$ cat config.mk
export PLATFORM = sky130hd
export DESIGN_NAME = instruction_fetch_flat
export DESIGN_NICKNAME = d
export VERILOG_FILES = /design/src/rtl/instruction_fetch_pkg.sv /design/src/rtl/instruction_fetch_if.sv /design/src/rtl/instruction_fetch_if_id_reg.sv /design/src/rtl/instruction_fetch.sv /design/src/flat_wrapper.sv
export SDC_FILE = /design/constraint.sdc
export NUM_CORES = 1
export LEC_CHECK = 0
export CAP_MARGIN = 10
export CORE_ASPECT_RATIO = 2
export CORE_MARGIN = 2
export CORE_UTILIZATION = 45
export CTS_CLUSTER_DIAMETER = 60
export DETAILED_ROUTE_END_ITERATION = 7
export PLACE_DENSITY_LB_ADDON = 0.1
export SLEW_MARGIN = 20
export SYNTH_ARGS = -nofsm -noshare
export SYNTH_HDL_FRONTEND = slang
export SYNTH_SLANG_ARGS = --single-unit
$ cat constraint.sdc
create_clock -name clk -period 7 [get_ports clk]
set_clock_uncertainty 0.2 [all_clocks]
set_input_delay 1.05 -clock clk [delete_from_list [all_inputs] [get_ports clk]]
set_output_delay 1.05 -clock clk [all_outputs]
set_load 0.05 [all_outputs]
$ cat src/rtl/instruction_fetch_pkg.sv
// Shared core definitions for the fetch stage: widths, bubble encoding, FSM states, IF/ID record.
// Pure declarations; no timing of its own.
// Imported by the fetch interface, the IF/ID register and the fetch top.
package instruction_fetch_pkg;

  localparam int unsigned XLEN    = 32;
  localparam int unsigned INSTR_W = 32;

  // addi x0,x0,0 -- the canonical no-op placed in the IF/ID slot on bubbles
  localparam logic [INSTR_W-1:0] NOP_INSTR_DEFAULT = 32'h0000_0013;

  typedef enum logic [1:0] {
    S_BOOT  = 2'd0,
    S_RUN   = 2'd1,
    S_FAULT = 2'd2
  } fetch_state_e;

  // Contents of the IF/ID pipeline register
  typedef struct packed {
    logic               vld;
    logic [INSTR_W-1:0] instr;
    logic [XLEN-1:0]    pc;
    logic [XLEN-1:0]    pc_plus4;
  } ifid_t;

  // 32-bit wrap-around increment; carry out is deliberately dropped
  function automatic logic [XLEN-1:0] pc_inc(input logic [XLEN-1:0] pc);
    return pc + 32'd4;
  endfunction

endpackage

$ cat src/rtl/instruction_fetch_if.sv
// Bundle of fetch-stage signals: instruction-memory port, redirect input, IF/ID outputs.
// No storage; latency is whatever the connected modules impose.
// Decode backpressure arrives on id_ready; the fetch unit is the master side.
interface instruction_fetch_if;
  import instruction_fetch_pkg::*;

  logic [XLEN-1:0]    imem_addr;
  logic [INSTR_W-1:0] imem_data;
  logic               redirect_valid;
  logic [XLEN-1:0]    redirect_pc;
  logic               id_ready;
  logic               if_valid;
  logic [INSTR_W-1:0] if_instr;
  logic [XLEN-1:0]    if_pc;
  logic [XLEN-1:0]    if_pc_plus4;
  logic               fetch_fault;
  logic [31:0]        fetch_count;

  // Fetch unit side
  modport master (
    output imem_addr,
    input  imem_data,
    input  redirect_valid,
    input  redirect_pc,
    input  id_ready,
    output if_valid,
    output if_instr,
    output if_pc,
    output if_pc_plus4,
    output fetch_fault,
    output fetch_count
  );

  // Memory / decode / branch-resolution side
  modport slave (
    input  imem_addr,
    output imem_data,
    output redirect_valid,
    output redirect_pc,
    output id_ready,
    input  if_valid,
    input  if_instr,
    input  if_pc,
    input  if_pc_plus4,
    input  fetch_fault,
    input  fetch_count
  );

endinterface

$ cat src/rtl/instruction_fetch_if_id_reg.sv
// IF/ID pipeline register with load, bubble and hold controls.
// One cycle: controls sampled at the rising edge take effect on the outputs right after.
// Neither control asserted means hold, which is how a decode stall is absorbed.
module if_id_reg
  import instruction_fetch_pkg::*;
#(
  parameter logic [INSTR_W-1:0] NOP_INSTR = NOP_INSTR_DEFAULT
) (
  input  logic  clk,
  input  logic  rst_n,
  input  logic  load_i,
  input  logic  bubble_i,
  input  ifid_t ifid_i,
  output ifid_t ifid_o
);

  ifid_t ifid_q;
  ifid_t ifid_d;

  // Bubble wins over load: a squashed slot must never carry the wrong-path word.
  // A bubble keeps the old pc fields; only valid and the instruction word change.
  always_comb begin
    ifid_d = ifid_q;
    if (bubble_i) begin
      ifid_d.vld   = 1'b0;
      ifid_d.instr = NOP_INSTR;
    end else if (load_i) begin
      ifid_d = ifid_i;
    end
  end

  // Register with synchronous active-low reset to an empty NOP slot
  always_ff @(posedge clk) begin
    if (!rst_n) begin
      ifid_q <= '{vld: 1'b0, instr: NOP_INSTR, pc: '0, pc_plus4: '0};
    end else begin
      ifid_q <= ifid_d;
    end
  end

  assign ifid_o = ifid_q;

endmodule

$ cat src/rtl/instruction_fetch.sv
// Instruction fetch: PC register, next-PC selection, address range check and BOOT/RUN/FAULT FSM.
// Memory read is combinational; an instruction reaches IF/ID one cycle after its address is driven.
// A full IF/ID slot with id_ready low stalls the PC; a redirect overrides the stall.
module instruction_fetch
  import instruction_fetch_pkg::*;
#(
  parameter logic [XLEN-1:0]    RESET_PC  = 32'h0000_0000,
  parameter int unsigned        MEM_BYTES = 128,
  parameter logic [INSTR_W-1:0] NOP_INSTR = NOP_INSTR_DEFAULT
) (
  input logic               clk,
  input logic               rst_n,
  instruction_fetch_if.master fe
);

  localparam logic [XLEN-1:0] LAST_ADDR = 32'(MEM_BYTES - 4);

  // Legal fetch address: word aligned and inside the instruction memory
  function automatic logic addr_ok(input logic [XLEN-1:0] a);
    return (a[1:0] == 2'b00) && (a <= LAST_ADDR);
  endfunction

  fetch_state_e    state_q;
  fetch_state_e    state_d;
  logic [XLEN-1:0] pc_q;
  logic [XLEN-1:0] pc_d;
  logic [31:0]     count_q;
  logic [31:0]     count_d;

  logic  load;
  logic  bubble;
  logic  advance;
  logic  if_valid;
  ifid_t ifid_in;
  ifid_t ifid_out;

  // The slot can take a new word when it is empty or decode is draining it
  assign if_valid = ifid_out.vld & (state_q != S_FAULT);
  assign advance  = ~if_valid | fe.id_ready;

  // Next state, next PC and IF/ID controls.
  // BOOT fetches like RUN but ignores redirects, since nothing downstream can have issued one yet.
  // A bad PC is only acted on when the slot advances, so the last legal word is still handed over.
  always_comb begin
    state_d = state_q;
    pc_d    = pc_q;
    load    = 1'b0;
    bubble  = 1'b0;
    case (state_q)
      S_BOOT, S_RUN: begin
        if ((state_q == S_RUN) && fe.redirect_valid) begin
          bubble  = 1'b1;
          pc_d    = fe.redirect_pc;
          state_d = addr_ok(fe.redirect_pc) ? S_RUN : S_FAULT;
        end else if (advance) begin
          if (addr_ok(pc_q)) begin
            load    = 1'b1;
            pc_d    = pc_inc(pc_q);
            state_d = S_RUN;
          end else begin
            bubble  = 1'b1;
            state_d = S_FAULT;
          end
        end else begin
          state_d = S_RUN;
        end
      end
      S_FAULT: begin
        state_d = S_FAULT;
      end
      default: begin
        state_d = S_BOOT;
      end
    endcase
  end

  // FSM state register
  always_ff @(posedge clk) begin
    if (!rst_n) begin
      state_q <= S_BOOT;
    end else begin
      state_q <= state_d;
    end
  end

  // Handed-over instruction counter, free-running modulo 2^32
  assign count_d = count_q + {31'd0, (if_valid & fe.id_ready)};

  // PC and counter registers
  always_ff @(posedge clk) begin
    if (!rst_n) begin
      pc_q    <= RESET_PC;
      count_q <= '0;
    end else begin
      pc_q    <= pc_d;
      count_q <= count_d;
    end
  end

  assign ifid_in = '{vld: 1'b1, instr: fe.imem_data, pc: pc_q, pc_plus4: pc_inc(pc_q)};

  if_id_reg #(
    .NOP_INSTR (NOP_INSTR)
  ) u_if_id_reg (
    .clk      (clk),
    .rst_n    (rst_n),
    .load_i   (load),
    .bubble_i (bubble),
    .ifid_i   (ifid_in),
    .ifid_o   (ifid_out)
  );

  assign fe.imem_addr   = pc_q;
  assign fe.if_valid    = if_valid;
  assign fe.if_instr    = ifid_out.instr;
  assign fe.if_pc       = ifid_out.pc;
  assign fe.if_pc_plus4 = ifid_out.pc_plus4;
  assign fe.fetch_fault = (state_q == S_FAULT);
  assign fe.fetch_count = count_q;

endmodule

$ cat src/flat_wrapper.sv
// flat-port wrapper written by rule: the top's interface ports become plain ports
module instruction_fetch_flat import instruction_fetch_pkg::*;
#(
  parameter logic [XLEN-1:0]    RESET_PC  = 32'h0000_0000,
  parameter int unsigned        MEM_BYTES = 128,
  parameter logic [INSTR_W-1:0] NOP_INSTR = NOP_INSTR_DEFAULT
)
  (clk, rst_n, fe_imem_addr, fe_imem_data, fe_redirect_valid, fe_redirect_pc, fe_id_ready, fe_if_valid, fe_if_instr, fe_if_pc, fe_if_pc_plus4, fe_fetch_fault, fe_fetch_count);
  instruction_fetch_if fe_i ();
  input logic clk;
  input logic rst_n;
  output wire logic [$bits(fe_i.imem_addr)-1:0] fe_imem_addr;
  input wire logic [$bits(fe_i.imem_data)-1:0] fe_imem_data;
  input wire logic [$bits(fe_i.redirect_valid)-1:0] fe_redirect_valid;
  input wire logic [$bits(fe_i.redirect_pc)-1:0] fe_redirect_pc;
  input wire logic [$bits(fe_i.id_ready)-1:0] fe_id_ready;
  output wire logic [$bits(fe_i.if_valid)-1:0] fe_if_valid;
  output wire logic [$bits(fe_i.if_instr)-1:0] fe_if_instr;
  output wire logic [$bits(fe_i.if_pc)-1:0] fe_if_pc;
  output wire logic [$bits(fe_i.if_pc_plus4)-1:0] fe_if_pc_plus4;
  output wire logic [$bits(fe_i.fetch_fault)-1:0] fe_fetch_fault;
  output wire logic [$bits(fe_i.fetch_count)-1:0] fe_fetch_count;
  assign fe_imem_addr = fe_i.imem_addr;
  assign fe_i.imem_data = fe_imem_data;
  assign fe_i.redirect_valid = fe_redirect_valid;
  assign fe_i.redirect_pc = fe_redirect_pc;
  assign fe_i.id_ready = fe_id_ready;
  assign fe_if_valid = fe_i.if_valid;
  assign fe_if_instr = fe_i.if_instr;
  assign fe_if_pc = fe_i.if_pc;
  assign fe_if_pc_plus4 = fe_i.if_pc_plus4;
  assign fe_fetch_fault = fe_i.fetch_fault;
  assign fe_fetch_count = fe_i.fetch_count;
  instruction_fetch #(.RESET_PC(RESET_PC), .MEM_BYTES(MEM_BYTES), .NOP_INSTR(NOP_INSTR)) u_core (.clk(clk), .rst_n(rst_n), .fe(fe_i));
endmodule
==> flow_summary.yaml <==
outcome:
  status: "finished clean"
yosys:
  yosysTopAreaCell: "dfxtp_1"
  synth_common_cells: "dfxtp_1, buf_4, nand2_1"
  synth_ff_type: "dfxtp_1"
  synth.yosys.seq_area_share_pct: 47.97
  synth_cells: 770
  syn_nets: 841
  async_reset_ff_share_pct: 0
  yosys.cell_count.top_type: "dfxtp_1"
  synth_edf_count: 0
  postSynthAreaPerCell_um2: 8.726
  yosysUniqueCellTypes: 47
  synth.top_cell.area_share_pct: 47.97
  synth-seq-cells: 161
  yosys-top-cells-area: "dfxtp_1, buf_4, nand2_1"
  synth_area_um2: 6719
  ys_warn_count: 0
global_routing:
  grt_pass1_wl_um: 26520
  grt-ovfl-total: 0
  grt_pass1_vias: 5317
  grt_max_degree: 66
  grt_usage_pct: 20.79
  antenna_found_initial: 0
cells_and_area:
  syn_to_final_growth_pct: 30.60
  antenna_cells: 0
  final_cell_area_um2: 8775
  utilization_pct: 59.53
  fin_cells: 1059
  drive_gt1_share_pct: 5.093
  final_nets: 923
timing:
  finalHoldViolations: 0
  tightestPinTransition_ps: 1001
  setup_viol: 0
  layout_setup_ws_ps: 3473
  fin_hold_ws_ps: 252.2
  fin_setup_tns_ps: 0
  rsz0062_at_grt: "no"
  fin_crit_ps: 3527
  period_share_pct: 50.39
  max_freq_mhz: 283.5
  maxSlewHeadroom_pct: 33.15
  finalMaxSlewViolations: 0
floorplanning:
  die_h_um: 176.8
  core_um2: 14740
  initial_core_util_pct: 45.58
  ios: 230
  core.rowCount: 63
  die_x_um: 90.41
  dieArea_um2: 15980
clocking:
  cts.sink_count: 161
  numCtsBuffers: 17
  path_clk_slew_ps: 60
  postCtsSetupRepairBufs: 0
  clock_path_buffers: 2
  htreeDepth: 4
  insertion_delay_ps: 410
  cts_hold_buffers: 0
  cts_resized: 0
  cts_root_buffer: "clkbuf_16"
  cts_tree: "done"
detailed_routing:
  ant_nets: 0
  vias: 5389
  dr.pass1.iters: 7
  drc: 0
  wirelength_um: 17020
  drt_iter0_markers: 251
  via_per_inst: 5.089
  post_drt_wl_per_cell_um: 16.07
placement:
  place_area_um2: 8168
  dp_cells: 1028
  hpwlAfterDp_um: 12390
  port_buffers: 229
  dp_slack_ps: 3041
  gp_congestion: 0.8675
setup_path:
  worstPathRequired_ps: 7090
  cp-start-kind: "primary input"
  crit_arrival_ps: 3610
  cp-end-kind: "flip-flop"
  crit_type: "primary input to flip-flop"
  crit_fanout: 60
flow_run:
  max-cap-violations: 0
power_and_ir_drop:
  power_density_nw_per_um2: 351.7
  ir_drop_uv: 194.1
  total_power_mw: 3.086
  power_leakage_nw: 3.271
worst_hold_path:
  hold_class: "flip-flop to flip-flop"
## report_power, final
group / internal [mW] / total (mW) / switching [mW]
clock network: 0.578 / 0.936 / 0.358
logic: 0.332 / 1.06 / 0.730
registers: 1.02 / 1.09 / 0.0716
## state kept, by name (all words and copies together), names as in the netlist
| signal | flops |
|---|---|
| u_core.fe.fetch_count | 32 |
| u_core.fe.imem_addr | 32 |
| u_core.state_q | 2 |
| u_core.u_if_id_reg.ifid_o | 95 |
## area by class of cell
class                           count  area (um2)
Clock buffer                       22       464.2
Clock inverter                      9       131.4
Fill cell                        1329        5966
Inverter                            9       33.78
Multi-Input combinational cell    431        2369
Sequential cell                   161        3223
Tap cell                          195       244.0
Timing Repair Buffer              232        2310
## final timing paths
check | from | to | cells past startpoint | slack, ps
worst max register to register | u_core.fe.imem_addr[1] | u_core.fe.imem_addr[17] | 6 | 4000
worst min-delay path | u_core.u_if_id_reg.ifid_o[95] | u_core.u_if_id_reg.ifid_o[95] | 2 | 250
worst max-delay path | fe_id_ready | u_core.fe.imem_addr[17] | 7 | 3470
worst min register to register | u_core.u_if_id_reg.ifid_o[95] | u_core.u_if_id_reg.ifid_o[95] | 2 | 250
## per-layer routing
| layer | vias up | track usage [%] | share of wire, % |
|---|---|---|---|
| met5 | - | 0 | 0 |
| met4 | 0 | 8.397 | 2.6 |
| met3 | 30 | 5.537 | 5.6 |
| met2 | 187 | 40.54 | 56 |
| met1 | 2541 | 20.41 | 36 |
| li1 | 2631 | - | - |
## cells in the final DEF, fill, tap and decap left out, types with 13 or more instances in the layout
cell type,Yosys,final
a21oi_1,62,62
and3_1,57,56
clkbuf_16,0,17
clkdlybuf4s50_1,0,228
dfxtp_1,161,161
nand2_1,119,119
nand3_1,15,14
nor2_1,42,41
nor4_1,19,19
o21ai_0,13,13
xnor2_1,14,14
## worst max-delay path: stages
cell             delay, ps
clkdlybuf4s50_1        480
inv_1                   70
a221oi_1               410
nand3_2                620
buf_4                  520
nand2_1                360
nor2_1                 100
## kinds of logic after synthesis
group / count (synthesis) / synth area share (%)
compound gates: 106 / 8.957
xor+xnor: 26 / 3.389
fa+ha+maj: 3 / 0.5587
buf+inv: 178 / 17.11
flops: 161 / 47.97
mux: 1 / 0.1490
simple gates: 295 / 21.86
No activity file was read; power rests on OpenSTA's default activity.
